File: config.mk
export PLATFORM = sky130hd
export DESIGN_NAME = mult_add_ctrl
export DESIGN_NICKNAME = d
export VERILOG_FILES = /design/src/rtl/mult_add_ctrl.sv
export SDC_FILE = /design/constraint.sdc
export NUM_CORES = 1
export LEC_CHECK = 0
export CAP_MARGIN = 20
export CORE_MARGIN = 1.5
export CORE_UTILIZATION = 41
export CTS_CLUSTER_DIAMETER = 200
export DETAILED_ROUTE_END_ITERATION = 12
export GPL_ROUTABILITY_DRIVEN = 1
export HOLD_SLACK_MARGIN = 0.12
export PLACE_DENSITY = 0.77
export SLEW_MARGIN = 30
export SYNTH_ARGS = -nofsm -noshare
export SYNTH_HDL_FRONTEND = slang
export SYNTH_SLANG_ARGS = --single-unit
File: constraint.sdc
create_clock -name clk -period 1.5 [get_ports clk]
set_input_delay 0.225 -clock clk [delete_from_list [all_inputs] [get_ports clk]]
set_output_delay 0.225 -clock clk [all_outputs]
set_load 0.005 [all_outputs]
File: src/rtl/mult_add_ctrl.sv
// Control unit for a shift-free repeated-addition multiplier.
// It loads A and B from a shared bus, clears P, then adds A into P and
// decrements B until the datapath reports B == 0. It also keeps a sticky
// overflow flag and counts add iterations.
//
// Bus handshake: a word moves across the bus in a cycle where in_valid and
// in_ready are both high at the rising edge. in_ready is high only in
// LOAD_A/LOAD_B, and is dropped when abort is high. The data is captured by
// the datapath through ld_a/ld_b in that same cycle.
module mult_add_ctrl #(
  parameter int WIDTH = 15
) (
  input  logic             clk,
  input  logic             rst,
  input  logic             start,
  input  logic             abort,
  input  logic             in_valid,
  output logic             in_ready,
  input  logic             eqz,
  input  logic             add_carry,
  output logic             ld_a,
  output logic             ld_b,
  output logic             clr_p,
  output logic             ld_p,
  output logic             dec_b,
  output logic             busy,
  output logic             done,
  output logic             ovf,
  output logic [WIDTH-1:0] iter_cnt,
  output logic [2:0]       state_dbg
);

  typedef enum logic [2:0] {
    IDLE   = 3'd0,
    LOAD_A = 3'd1,
    LOAD_B = 3'd2,
    CHECK  = 3'd3,
    ADD    = 3'd4,
    DONE   = 3'd5
  } state_t;

  state_t state;
  state_t state_nxt;
  logic   accept_start;

  assign accept_start = (state == IDLE) && start;
  assign busy         = (state != IDLE);
  assign state_dbg    = state;

  // State register; reset abandons any operation in progress.
  always_ff @(posedge clk or negedge rst) begin
    if (!rst) begin
      state <= IDLE;
    end else begin
      state <= state_nxt;
    end
  end

  // Next-state and strobe decode; abort outside IDLE overrides everything.
  always_comb begin
    state_nxt = state;
    in_ready  = 1'b0;
    ld_a      = 1'b0;
    ld_b      = 1'b0;
    clr_p     = 1'b0;
    ld_p      = 1'b0;
    dec_b     = 1'b0;
    done      = 1'b0;
    case (state)
      IDLE: begin
        if (start) state_nxt = LOAD_A;
      end
      LOAD_A: begin
        in_ready = 1'b1;
        if (in_valid) begin
          ld_a      = 1'b1;
          state_nxt = LOAD_B;
        end
      end
      LOAD_B: begin
        in_ready = 1'b1;
        if (in_valid) begin
          ld_b      = 1'b1;
          clr_p     = 1'b1;
          state_nxt = CHECK;
        end
      end
      CHECK: begin
        state_nxt = eqz ? DONE : ADD;
      end
      ADD: begin
        ld_p      = 1'b1;
        dec_b     = 1'b1;
        state_nxt = CHECK;
      end
      DONE: begin
        done      = 1'b1;
        state_nxt = IDLE;
      end
      default: begin
        state_nxt = IDLE;
      end
    endcase
    if (abort && (state != IDLE)) begin
      in_ready  = 1'b0;
      ld_a      = 1'b0;
      ld_b      = 1'b0;
      clr_p     = 1'b0;
      ld_p      = 1'b0;
      dec_b     = 1'b0;
      done      = 1'b0;
      state_nxt = IDLE;
    end
  end

  // Iteration counter and sticky overflow, both cleared by an accepted start.
  // The counter tracks cycles spent in ADD, including an aborted ADD cycle.
  // Overflow follows the actual (possibly suppressed) ld_p strobe.
  always_ff @(posedge clk or negedge rst) begin
    if (!rst) begin
      iter_cnt <= '0;
      ovf      <= 1'b0;
    end else if (accept_start) begin
      iter_cnt <= '0;
      ovf      <= 1'b0;
    end else begin
      if (state == ADD) iter_cnt <= iter_cnt + {{(WIDTH-1){1'b0}}, 1'b1};
      if (ld_p && add_carry) ovf <= 1'b1;
    end
  end

endmodule

==> results_dict.tcl <==
set metrics [dict create \
    drc 0 \
    synth_warnings 0 \
    drt_iter0_markers 50 \
    setup_viol_count_final 23 \
    seq_area_frac_synth_pct 43.88 \
    syn_to_final_growth_pct 88.91 \
    clk_latency_ns 0.30 \
    crit_family "flip-flops" \
    cts_tree "done" \
    p_int_uw 1076 \
    drive_gt1_share_pct 51.27 \
    power.share.switching_pct 33.78 \
    endpoint_kind "register" \
    power_density_nw_per_um2 793.7 \
    antenna_found_initial 0 \
    fp.dieH_um 54.41 \
    placedCellCount 193 \
    detail_route.first_pass.iterations 5 \
    combPwrFrac_pct 47.2 \
    post-route-period-util_pct 116.1 \
    multi_input_area_um2 695.7 \
    cp.arrival_ns 1.92 \
    synth_area_leader_cell "dfrtp_1" \
    crit_buf_inv 3 \
    htreeDepth 1 \
    die-area_um2 2960 \
    yosys-top-cells-count "dfrtp_1, nand2_1, nor2_1" \
    skew_ns 0.001664 \
    num_io_pins 34 \
    row_count 18 \
    leakage_uw 0.001057 \
    yosys.area.top_type_share_pct 43.88 \
    grtUsageTotal_pct 27.31 \
    wire_per_inst_um 18.79 \
    start_util_pct 43.34 \
    fmax_mhz 574.4 \
    async_flop_share_pct 100.0 \
    synth.distinct_cells 36 \
    hpwl_mm 2.090 \
    fin_cells 227 \
    cts_inserted_buffers 3 \
    path_depth 6 \
    synth.area.top_cells "dfrtp_1, nand2_1, mux2i_1" \
    cts_num_sinks 19 \
    cp_max_fo 4 \
    p_sw_uw 548.9 \
    die_w_um 54.41 \
    drt-total-wl_mm 4.265 \
    grt_max_degree 20 \
    finalCriticalPeriod_ns 1.741 \
    synth_area_per_cell_um2 9.674 \
    rsz0062_at_grt "true" \
    clk_pin_slew_ns 0.11 \
    nFillCells 136 \
    layout.nets 206 \
    r2r_cells 6 \
    ys.flop_type "dfrtp_1" \
    cts_root_buffer "clkbuf_4" \
    vdd_drop_max_mv 0.8682 \
    portBuffers 33 \
    antenna_left 0 \
    clockPowerShare_pct 16.6 \
    synth-edff-count 0 \
    status "complete, but fails checks" \
    seq_power_share_pct 36.2 \
    syn_nets 120 \
    synth_seq_cells 19 \
    diodes 0 \
    worst_pin_slew_ns 0.5437 \
    drv_cap 0 \
    grt_pass1_vias 1280 \
    fin_util_pct 81.88 \
    yosysMostFrequentCell "dfrtp_1" \
    grt.overflow.total 0 \
    via_per_inst 5.819 \
    setup_slack_ns -0.2411 \
    min_path_type "in -> async" \
    place.gp.congestion 0.7636 \
    cp.required_ns 1.68 \
    cts.path.max_buffers 2 \
    violations "negative setup slack" \
    syn_inst 112 \
    grt_pass1_wl_mm 5.809 \
    hold_viol_final 0 \
    syn_area_um2 1084 \
    vias 1321 \
    cp_slowest_cell "dfrtp_1" \
    relSlewSlack_pct 63.42 \
    max_stage_delay_ns 0.43 \
    final-seq-area_um2 479.2 \
    coreArea_um2 2500 \
    maxSlewViolCount 0 \
    crit_path_start_kind "register" \
    path_cells "buf_6 > or3b_4 > buf_8 > buf_12 > o311ai_4 > o41ai_2" \
    worstSetupPathType "reg -> reg" \
]
==> cell type report <==
class	count	share of cell area [%]
tap	30	1.834
inverter	3	0.5501
timing repair buffer	90	38.94
clock buffer	4	1.284
sequential	19	23.41
multi-input combinational	81	33.99
==> cell usage in the layout, fill, tap and decap left out, types with 2 or more instances in the layout <==
cell              n
o211ai_1          3
nand4_1           3
nor3b_4           2
nand2_2           2
buf_6            13
nor2_4            2
buf_4            41
nor2_1            3
dfrtp_1          16
nand2_1          11
o31ai_1           2
buf_12            2
buf_2             8
o21ai_2           2
clkbuf_4          3
mux2i_1           5
nor2_2            2
dfrtp_2           3
o41ai_2           2
a21oi_1           2
o21ai_1           2
a22o_1            2
dlygate4sd2_1    12
clkdlybuf4s50_1   8
dlymetal6s2s_1    5
nand3_1           4
nor2b_1           2
o311ai_4          2
inv_1             3
nor3_1            2
==> flip-flops by register name, summed over array words and instances, names as in the netlist <==
name,cells
iter_cnt,15
ovf,1
state_dbg,3
==> worst paths after layout <==
| kind | start | to | slack, ns |
|---|---|---|---|
| max in group asynchronous | rst | iter_cnt[10]$_DFFE_PN0P_ | 1.02 |
| min | rst | iter_cnt[7]$_DFFE_PN0P_ | 0.24 |
| min in group clk | abort | state_dbg[1]$_DFFE_PN0P_ | 0.44 |
| max reg2reg | state_dbg[1]$_DFFE_PN0P_ | iter_cnt[10]$_DFFE_PN0P_ | -0.24 |
| max | state_dbg[1]$_DFFE_PN0P_ | iter_cnt[10]$_DFFE_PN0P_ | -0.24 |
| min reg2reg | iter_cnt[14]$_DFFE_PN0P_ | iter_cnt[14]$_DFFE_PN0P_ | 0.51 |
==> worst register-to-register path, cell delays in order (launching register included) <==
cell      delay [ns]
dfrtp_1         0.43
buf_6           0.13
or3b_4          0.40
buf_8           0.15
buf_12          0.12
o311ai_4        0.24
o41ai_2         0.14
==> stage by stage <==
stage               area (um2)  total power [uW]  hold slack (ns)  setup TNS (ns)  worst slack [ns]
detailed placement        1594              1054           0.4851          -3.470           -0.5342
global placement          1594              1040           0.4649          -2.896           -0.4946
floorplan                 1107             814.1         -0.07059         -0.6857           -0.1429
global route              2047              1692           0.2600          -4.383           -0.2980
CTS                       1924              1505           0.2516          -2.335           -0.2202
finish                    2047              1625           0.2440          -3.323           -0.2411
==> power groups by stage <==
stage               clock, uW  sequential (uW)  combinational [uW]
finish                    269              588                 767
global route              298              592                 802
CTS                       268              581                 656
detailed placement          0              582                 472
global placement            0              580                 460
floorplan                   0              587                 227
==> kinds of logic (layout without fill, tap and decap cells) <==
kind of cell | count (synthesis) | count (layout) | synth area share [%]
compound gates | 24 | 24 | 15.82
xor+xnor | 2 | 2 | 1.617
fa+ha+maj | 1 | 1 | 1.155
buf+inv | 12 | 97 | 7.505
flops | 19 | 19 | 43.88
mux | 5 | 5 | 4.619
simple gates | 49 | 49 | 25.40
==> per-layer routing <==
metal  share of wire [%]  global-route usage (%)  vias to the layer above
met2                  51                   47.39                       77
met5                   0                       0                        -
met3                 5.5                   6.011                       16
li1                    -                       -                      576
met1                  42                   33.39                      652
met4                 2.1                   8.750                        0
==> repair_timing <==
action,CTS,global route
buffers inserted,25,5
resized for setup,80,25
hold buffers,0,0
endpoints found under the setup margin,27,31
pin swaps,18,10
hold endpoints to repair,0,0
Power figures use the tool's default switching activity.
